<file path="config.mk">
export PLATFORM = sky130hd
export DESIGN_NAME = sha_elastic_reg
export DESIGN_NICKNAME = d
export VERILOG_FILES = /design/src/rtl/sha_pkg.sv /design/src/rtl/sha_elastic_ptr.sv /design/src/rtl/sha_elastic_reg.sv
export SDC_FILE = /design/constraint.sdc
export NUM_CORES = 1
export LEC_CHECK = 0
export ABC_AREA = 1
export BUFFER_PORTS_ARGS = -buffer_cell sky130_fd_sc_hd__buf_2
export CORE_UTILIZATION = 55
export DETAILED_ROUTE_END_ITERATION = 12
export PLACE_DENSITY_LB_ADDON = 0.25
export SYNTH_ARGS = -nofsm -noshare
export SYNTH_HDL_FRONTEND = slang
export SYNTH_HIERARCHICAL = 1
export SYNTH_SLANG_ARGS = --single-unit
</file>
<file path="constraint.sdc">
create_clock -name CLK -period 4.6 [get_ports CLK]
set_clock_uncertainty 0.2 [all_clocks]
set_input_delay 0.69 -clock CLK [delete_from_list [all_inputs] [get_ports CLK]]
set_output_delay 0.69 -clock CLK [all_outputs]
set_load 0.01 [all_outputs]
</file>
<file path="src/rtl/sha_pkg.sv">
// sha_pkg: shared SHA-256 datapath widths and word types
package sha_pkg;
    localparam int WORD_W  = 32;
    localparam int DWORD_W = 64;
    typedef logic [DWORD_W-1:0] sha_dword_t;
endpackage

</file>
<file path="src/rtl/sha_elastic_ptr.sv">
// sha_elastic_ptr: wrapping pointer with increment enable and synchronous clear
module sha_elastic_ptr #(
    parameter int W = 1
) (
    input  logic         CLK,
    input  logic         RST,
    input  logic         clr,
    input  logic         inc,
    output logic [W-1:0] ptr
);
    always_ff @(posedge CLK or posedge RST)
        if (RST) ptr <= '0;
        else if (clr) ptr <= '0;
        else if (inc) ptr <= ptr + 1'b1;
endmodule

</file>
<file path="src/rtl/sha_elastic_reg.sv">
// sha_elastic_reg: DEPTH-entry elastic register slice with valid/ready on both sides
import sha_pkg::*;
module sha_elastic_reg #(
    parameter int DATA_W = DWORD_W,
    parameter int DEPTH  = 2,
    localparam int CNT_W = $clog2(DEPTH + 1)
) (
    input  logic              CLK,
    input  logic              RST,
    input  logic              clr_i,
    input  logic              in_valid,
    output logic              in_ready,
    input  logic [DATA_W-1:0] in_data,
    output logic              out_valid,
    input  logic              out_ready,
    output logic [DATA_W-1:0] out_data,
    output logic [CNT_W-1:0]  count_o,
    output logic              full_o,
    output logic              empty_o
);
    localparam int PTR_W = $clog2(DEPTH);
    logic [DATA_W-1:0] mem [DEPTH];
    logic [PTR_W-1:0] wr_ptr, rd_ptr;
    logic [CNT_W-1:0] count;
    logic push, pop;
    assign full_o    = count == CNT_W'(DEPTH);
    assign empty_o   = count == '0;
    assign count_o   = count;
    assign in_ready  = ~full_o;
    assign out_valid = ~empty_o;
    // clr_i overrides both handshakes so a flush never moves data
    assign push      = in_valid & in_ready & ~clr_i;
    assign pop       = out_valid & out_ready & ~clr_i;
    assign out_data  = out_valid ? mem[rd_ptr] : '0;
    sha_elastic_ptr #(.W(PTR_W)) u_wr (.CLK(CLK), .RST(RST), .clr(clr_i), .inc(push), .ptr(wr_ptr));
    sha_elastic_ptr #(.W(PTR_W)) u_rd (.CLK(CLK), .RST(RST), .clr(clr_i), .inc(pop), .ptr(rd_ptr));
    always_ff @(posedge CLK or posedge RST)
        if (RST) count <= '0;
        else count <= clr_i ? '0 : count + CNT_W'(push) - CNT_W'(pop);
    always_ff @(posedge CLK or posedge RST)
        if (RST) for (int i = 0; i < DEPTH; i++) mem[i] <= '0;
        else if (push) mem[wr_ptr] <= in_data;
endmodule

</file>
==> results.yml, run 1 <==
layout:
  final_cell_mix: "nand2_1 (393), buf_2 (138), dfrtp_1 (130)"
  antenna_cells: 0
  area_growth_pct: 20.8
  drive_above_1_share: 0.208
  fin_area_um2: 7780
  fillers: 982
  final_common_cell: "nand2_1"
  final_nets: 994
route:
  route.detailed.drc: 0
  drt_wl_total_mm: 17.1
  wl_met3_mm: 1.24
  postRouteAntennaNets: 0
  vias: 6161
  drt-met1-wl_mm: 7.50
  dr.pass1.iters: 6
  first_iter_violations: 598
  top_layer: "met4"
  wl_per_cell_um: 15.9
  route.met2.wl_mm: 8.13
  routed_via_density: 5.71
global_route:
  grt_usage: 0.302
  overflow: 0
  grt_pass1_vias: 5737
  grt_pass1_wl_mm: 27.9
  antenna_found_initial: 0
  grt_max_degree: 89
min_path:
  hold_class: "reg -> reg"
clocking:
  clockBufferDepth: 2
  cts_setup_buffers: 0
  cts.htree.levels: 4
  clkLatencyLatePin_ps: 420
  clock-sinks: 132
  path_clk_slew_ps: 60
  clockRootBuffer: "clkbuf_16"
  cts_tree: "built"
  cts_resized: 0
  cts_made_buffers: 17
floorplanning:
  die-width_um: 110
  start_util: 0.564
  io_pins: 139
  core.rowCount: 39
  die_height_um: 110
  dieArea_um2: 12100
  core_area_um2: 11400
synth:
  yosys.area.top_type: "dfrtp_1"
  synth_top_area_share: 0.513
  syn_nets: 895
  syn-cell-area_um2: 6440
  synth_cell_types: 17
  synthTopCellsByArea: "dfrtp_1 (51%), nand2_1 (23%), nand4_1 (12%)"
  synth_seq_cells: 132
  postSynthAreaPerCell_um2: 7.82
  ys_seq_area_frac: 0.513
  syn_inst: 824
  ys_warn_count: 6
timing:
  fin_setup_tns_ps: 0
  clock.fmax_mhz: 324
  rsz0062_at_grt: "false"
  fin_crit_sh: 0.670
  hold_violations: 0
  min_period_ps: 3080
  tightest_slew_ps: 961
  finalSetupViolCount: 0
  drv_slew: 0
  slew-limit-headroom: 0.360
setup_path:
  start_kind: "register"
  cp.required_ps: 3710
  worstPathArrival_ps: 2190
  crit_path_end_kind: "output pin"
  crit_type: "reg -> out"
  worstPathMaxFanout: 42
placement:
  port_buffers: 138
  dp_hpwl_mm: 9.62
  place_congestion: 0.749
  placed_area_um2: 7070
power:
  ir_drop_mv: 0.232
  power.density_nw_per_um2: 530
  p_leak_nw: 4.20
  finalPower_mw: 4.12
flow_run:
  maxCapViolCount: 0
outcome:
  status: "completed"
==> power by group <==
group / leakage, nW / internal [mW] / switching [mW] / total [mW]
combinational: 2.21 / 0.303 / 0.566 / 0.869
clock: 0.334 / 1.08 / 0.524 / 1.60
sequential: 1.65 / 1.48 / 0.175 / 1.65
==> metal layers <==
layer	vias to the layer above	track usage
met2	255	0.482
met5	-	0
met1	2935	0.408
met3	27	0.0629
met4	0	0.114
li1	2944	-
==> path summary, 6_finish.rpt <==
kind	startpoint	end	slack, ps	cells after the start
min in group asynchronous	RST	u_rd/ptr$_DFFE_PP0P_	530	3
hold / removal	mem[51]$_DFFE_PP0P_	mem[51]$_DFFE_PP0P_	270	2
max in group asynchronous	RST	mem[61]$_DFFE_PP0P_	2380	4
setup reg to reg	count_o[1]$_DFF_PP0_	count_o[1]$_DFF_PP0_	1950	9
hold reg to reg	mem[51]$_DFFE_PP0P_	mem[51]$_DFFE_PP0P_	270	2
setup / recovery	u_rd/ptr$_DFFE_PP0P_	out_data[15]	1520	5
==> registers in the layout, summed over array words and instances (netlist names) <==
register / flops
u_wr/ptr: 1
mem: 128
count_o: 2
u_rd/ptr: 1
==> synthesized netlist by cell type <==
cell / n
nor2_1: 8
nand4_1: 128
buf_6: 1
nand3_2: 2
nand2_1: 393
ha_1: 2
inv_2: 1
a21oi_1: 65
dfrtp_1: 132
clkbuf_1: 8
buf_2: 59
nand3_1: 1
inv_1: 16
buf_4: 4
nor2_4: 1
nand2_2: 1
buf_1: 2
==> metrics by stage <==
step / hold WS, ps / setup slack, ps / instances / util
finish: 268 / 1520 / 1079 / 0.681
global route: 285 / 1390 / 1079 / 0.681
CTS: 272 / 1510 / 1079 / 0.681
detailed placement: 258 / 1950 / 1046 / 0.619
global placement: 253 / 1990 / 1046 / 0.619
floorplan: 219 / 241 / 824 / -
==> cells by family after synthesis <==
group | Yosys count | synth area share
adders and majority gates | 2 | 0.00389
AOI/OAI and AO/OA | 65 | 0.0505
buffers and inverters | 91 | 0.0680
DFF | 132 | 0.513
and+or+nand+nor | 534 | 0.365
==> what timing repair did <==
action                                 4_1_cts  5_1_grt
hold buffers                                 1        0
endpoints found under the hold margin        2        0
setup endpoints to repair                    0        0
==> critical path: stages (launching register included) <==
cell and delay [ps]:
dfrtp_2 400, inv_2 580, buf_4 400, nand2_1 80, a21oi_1 150, buf_2 150
==> area by class of cell <==
type,count,area (um^2),share of cell area
clock buffer,17,425,0.0547
sequential,132,3310,0.425
clock inverter,15,278,0.0357
timing repair buffer,154,813,0.105
multi-input combinational,601,2710,0.349
tap,143,179,0.0230
inverter,17,66.3,0.00853
(Power assumes the default switching activity.)
==> inputs of run 2 (changes only) <==
Clock period 4.6 ns to 2.9 ns, I/O delays scaled along.
==> run 2 against run 1 <==
- register-to-register slack worse by 1300 ps
- flip-flop and latch count stayed put
- sequential power is 59% higher
- via count is 0.75% lower
- combinational power is 62% higher
- sequential share of layout area is 0.12 points lower
- final area is 0.29% higher
- worst hold slack worse by 180 ps
- non-clock buffer count is 2 higher
- critical path type unchanged
- largest cell class unchanged
==> results.yml, run 2 (synthesis results as in run 1) <==
timing:
  tightest_slew_ps: 771
  fin_crit_sh: 0.899
  hold_violations: 0
  fin_setup_tns_ps: 0
  min_period_ps: 2610
  drv_slew: 0
  finalSetupViolCount: 0
  slew-limit-headroom: 0.486
  clock.fmax_mhz: 384
  rsz0062_at_grt: "false"
global_route:
  grt_pass1_wl_mm: 27.3
  overflow: 0
  grt_usage: 0.294
  grt_pass1_vias: 5489
  grt_max_degree: 93
  antenna_found_initial: 0
power:
  power.share.clock: 0.363
  p_sw_frac: 0.312
  p_leak_nw: 4.19
  power.density_nw_per_um2: 811
  power_frac_seq: 0.414
  combPwrFrac: 0.223
  ir_drop_mv: 0.444
  switchingPower_mw: 1.98
  p_int_mw: 4.35
  finalPower_mw: 6.32
floorplanning:
  die-width_um: 110
  io_pins: 139
  start_util: 0.564
  die_height_um: 110
  core_area_um2: 11400
  core.rowCount: 39
  dieArea_um2: 12100
setup_path:
  crit_type: "reg -> out"
  cp_cell_sequence: "buf_4 -> nand2_1 -> a21oi_1 -> buf_2"
  worstPathArrival_ps: 1970
  crit_family: "buffers and inverters"
  start_kind: "register"
  cp.required_ps: 2270
  cpPeakStageDelay_ps: 610
  cp_num_buf_inv: 2
  worstPathMaxFanout: 66
  cp_slowest_cell: "buf_4"
  crit_path_end_kind: "output pin"
route:
  postRouteAntennaNets: 0
  vias: 6115
  dr.pass1.iters: 5
  drt_wl_total_mm: 17.2
  route.detailed.drc: 0
  first_iter_violations: 450
  wl_per_cell_um: 15.9
  routed_via_density: 5.65
placement:
  place_congestion: 0.763
  port_buffers: 138
  placed_area_um2: 7140
  dp_hpwl_mm: 9.68
clocking:
  clockBufferDepth: 2
  clockRootBuffer: "clkbuf_16"
  clock-sinks: 132
  cts_made_buffers: 17
  cts.htree.levels: 4
  path_clk_slew_ps: 50
  cts_tree: "built"
  cts_resized: 0
  hold_buffers: 1
  clkLatencyLatePin_ps: 400
  cts_setup_buffers: 0
layout:
  fin_area_um2: 7800
  final_nets: 996
  fillers: 1003
  largest_reg_flops: 128
  drive_above_1_share: 0.210
  post-route-util: 0.683
  area_growth_pct: 21.1
  final_common_cell: "nand2_1"
  final_cell_mix: "nand2_1 (393), buf_2 (138), dfrtp_1 (130)"
  top_register: "mem"
flow_run:
  maxCapViolCount: 0
min_path:
  hold_class: "in -> reg"
outcome:
  status: "completed"
run 2: cell count changes in the layout (fill, tap and decap cells not counted), moves of 2 or more:
cell        change
buf_12          +5
buf_4           -3
bufinv_16       -3
clkbuf_8        +3
clkinv_2        +2
clkinv_4        -2
clkinvlp_4      +3
inv_6           -2
run 2: power by group through the flow:
stage               registers (mW)  clock network, mW  logic (mW)
finish                        2.62               2.30        1.41
global route                  2.68               2.40        1.60
CTS                           2.61               2.32        1.41
detailed placement            2.64                  0        1.40
global placement              2.62                  0        1.36
floorplan                     2.58                  0       0.978
run 2: metrics by stage:
| step | std cells | worst slack [ps] | hold slack (ps) |
|---|---|---|---|
| after CTS | 1081 | 294 | 79.4 |
| after global routing | 1081 | 206 | 90.5 |
| after global placement | 1048 | 771 | 115 |
| after floorplan | 824 | 656 | -36.3 |
| final | 1082 | 293 | 88.5 |
| after detailed placement | 1048 | 669 | 113 |
run 2: worst reg2reg max path, cell delays in order (launching register included):
cell and delay, ps:
dfrtp_1 450, inv_1 100, nand2_4 300, nand3_2 500, buf_4 420, nand2_1 110, nand2_1 60
run 2: per-layer routing:
| layer | track usage | wire length [um] | share of wire |
|---|---|---|---|
| met1 | 0.412 | 7690 | 0.45 |
| met2 | 0.473 | 8150 | 0.47 |
| met3 | 0.0423 | 1080 | 0.063 |
| met4 | 0.0968 | 259 | 0.015 |
| met5 | 0 | 0 | 0 |
run 2: path summary, 6_finish.rpt:
check,cells after the start,from,endpoint,slack (ps)
max in group asynchronous,4,RST,mem[89]$_DFFE_PP0P_,1220
hold / removal,2,clr_i,count_o[0]$_DFF_PP0_,90
hold reg to reg,2,mem[119]$_DFFE_PP0P_,mem[119]$_DFFE_PP0P_,270
setup / recovery,4,u_rd/ptr$_DFFE_PP0P_,out_data[48],290
setup reg to reg,6,count_o[0]$_DFF_PP0_,mem[124]$_DFFE_PP0P_,650
min in group asynchronous,3,RST,u_rd/ptr$_DFFE_PP0P_,280
run 2: final cells by class:
class	count	area (um^2)	area share
diodes	1	2.50	0.000321
clock buffers	20	467	0.0598
clock inverters	12	178	0.0228
inverters	17	67.6	0.00866
multi-input cells	601	2710	0.348
flip-flops and latches	132	3310	0.424
well taps	143	179	0.0229
repair buffers	156	891	0.114
==> inputs of run 3 (changes only) <==
Settings changed: ABC_AREA 1 to 0, CORE_ASPECT_RATIO set to 0.5, CORE_UTILIZATION 55 to 54, GPL_TIMING_DRIVEN set to 0.
==> run 3 against run 2 <==
- sequential power rose by 8.4%
- area after synthesis decreased by 2.5%
- clock power barely moved
- total power up 11%
- critical path type unchanged
==> results.yml, run 3 <==
synth:
  synth_flop_cell: "dfrtp_1"
  ys_warn_count: 6
  synth_seq_cells: 132
  synthXorXnorAreaFrac: 0.00419
  synth_cell_types: 23
  synth.most_common_cell: "dfrtp_1"
  synthArstFlopShare: 1.00
  synthTopCellsByArea: "dfrtp_1 (53%), mux2_4 (14%), mux2_2 (12%)"
  syn_nets: 511
  postSynthAreaPerCell_um2: 14.3
  syn_inst: 440
  yosys.area.top_type: "dfrtp_1"
  netlist_top_cells_count: "dfrtp_1 (132), mux2_2 (68), nor2_1 (67)"
  synth_top_area_share: 0.526
  syn-cell-area_um2: 6280
  synth_mux_area_frac: 0.368
  synth_top_family_by_area: "multiplexers"
  synth-edff-count: 0
  synth_fa_ha_area_frac: 0.00399
  synth_compound_area_frac: 0
  synthSimpleGateAreaFrac: 0.0536
  ys_seq_area_frac: 0.526
clocking:
  clkLatencyLatePin_ps: 410
  path_clk_slew_ps: 60
  cts_tree: "built"
  clockRootBuffer: "clkbuf_16"
  cts.htree.levels: 4
  cts_setup_buffers: 0
  clockBufferDepth: 2
  clock-sinks: 132
  cts_made_buffers: 17
route:
  vias: 3936
  postRouteAntennaNets: 0
  wl_per_cell_um: 16.6
  first_iter_violations: 130
  dr.pass1.iters: 4
  route.detailed.drc: 0
  drt_wl_total_mm: 12.6
  routed_via_density: 5.19
timing:
  tightest_slew_ps: 524
  rsz0062_at_grt: "false"
  fin_crit_sh: 0.947
  fin_setup_tns_ps: 0
  slew-limit-headroom: 0.650
  clock.fmax_mhz: 364
  fin_hold_ws_ps: 65.6
  min_period_ps: 2740
  finalSetupViolCount: 0
  drv_slew: 0
  hold_violations: 0
power:
  switchingPower_mw: 1.93
  p_int_mw: 5.06
  power.density_nw_per_um2: 890
  p_sw_frac: 0.276
  combPwrFrac: 0.265
  finalPower_mw: 6.99
  p_leak_nw: 3.77
  power.share.clock: 0.328
  power_frac_seq: 0.407
  ir_drop_mv: 0.442
placement:
  placed_area_um2: 7210
  port_buffers: 138
  place_congestion: 0.754
  dp_hpwl_mm: 8.59
setup_path:
  cpPeakStageDelay_ps: 430
  start_kind: "register"
  cp.required_ps: 2270
  worstPathArrival_ps: 2110
  cp_cell_sequence: "or2_2 -> inv_1 -> buf_2 -> buf_2 -> nor2_1 -> buf_2"
  crit_top_cell: "buf_2"
  worstPathMaxFanout: 10
  cp_slowest_cell: "dfrtp_1"
  crit_path_end_kind: "output pin"
  crit_type: "reg -> out"
layout:
  final_cell_mix: "buf_2 (150), dfrtp_1 (132), mux2_2 (68)"
  final_nets: 672
  antenna_cells: 0
  drive_above_1_share: 0.539
  top_register: "mem"
  final_common_cell: "buf_2"
  largest_reg_flops: 128
  fin_area_um2: 7860
  fillers: 826
  area_growth_pct: 25.2
floorplanning:
  core.rowCount: 27
  dieArea_um2: 12100
  die-width_um: 154
  core_area_um2: 11100
  start_util: 0.563
  io_pins: 139
  die_height_um: 78.2
global_route:
  grt_max_degree: 43
  overflow: 0
  antenna_found_initial: 0
  grt_pass1_vias: 4157
  grt_usage: 0.223
  grt_pass1_wl_mm: 20.7
outcome:
  status: "completed"
min_path:
  hold_class: "in -> reg"
flow_run:
  maxCapViolCount: 0
run 3: cell types whose count changed after synthesis, moves of 60 or more:
cell / before / now
mux2_2: 0 / 68
nand2_1: 393 / 0
mux2_4: 0 / 60
mux2i_1: 0 / 64
nand4_1: 128 / 0
a21oi_1: 65 / 0
run 3: worst paths after layout:
path / from / endpoint / slack (ps) / depth (start not counted)
min in group asynchronous: RST / u_wr/ptr$_DFFE_PP0P_ / 240 / 3
min: in_data[50] / mem[114]$_DFFE_PP0P_ / 70 / 2
max reg2reg: count_o[1]$_DFF_PP0_ / count_o[1]$_DFF_PP0_ / 410 / 10
min reg2reg: mem[18]$_DFFE_PP0P_ / mem[18]$_DFFE_PP0P_ / 300 / 1
max: count_o[1]$_DFF_PP0_ / out_data[21] / 160 / 6
max in group asynchronous: RST / mem[79]$_DFFE_PP0P_ / 980 / 6
run 3: kinds of logic after synthesis:
group         Yosys count
mux                   192
buf+inv                35
flops                 132
fa+ha+maj               2
simple gates           76
xor+xnor                3
run 3: critical path, delay by kind of cell, from the launching register on:
family | cells | cell delay (ps)
buffers and inverters | 4 | 830
AND/OR/NAND/NOR | 2 | 440
flip-flops | 1 | 430
run 3: through the flow:
step / setup WS [ps] / cells / utilization
after floorplan: 618 / 440 / -
after global placement: -253 / 723 / 0.642
after detailed placement: 404 / 726 / 0.647
after CTS: 128 / 759 / 0.705
after global routing: 13.7 / 759 / 0.705
final: 155 / 759 / 0.705
run 3: per-layer routing:
layer / track usage / vias up / share of wire
li1: - / 1845 / -
met1: 0.278 / 1991 / 0.47
met2: 0.386 / 83 / 0.48
met3: 0.0547 / 17 / 0.038
met4: 0.0713 / 0 / 0.012
met5: 0 / - / 0
run 3: layout make-up:
type,instances,area [um^2],share of cell area
sequential,132,3300,0.420
multi-input combinational,273,2700,0.343
timing repair buffer,142,761,0.0968
clock buffer,20,457,0.0581
buffer,28,251,0.0320
tap,145,181,0.0231
clock inverter,12,179,0.0228
inverter,7,32.5,0.00414
run 3: power groups by stage:
stage / Sequential (mW) / Combinational [mW] / Clock (mW)
floorplan: 2.77 / 1.40 / 0
global placement: 2.83 / 1.81 / 0
detailed placement: 2.86 / 1.87 / 0
CTS: 2.84 / 1.88 / 2.32
global route: 2.92 / 2.03 / 2.41
finish: 2.84 / 1.86 / 2.29
run 3: what timing repair did:
action,CTS,global route
endpoints found under the setup margin,0,1
hold buffers,1,0
resized for setup,0,1
hold endpoints to repair,24,0
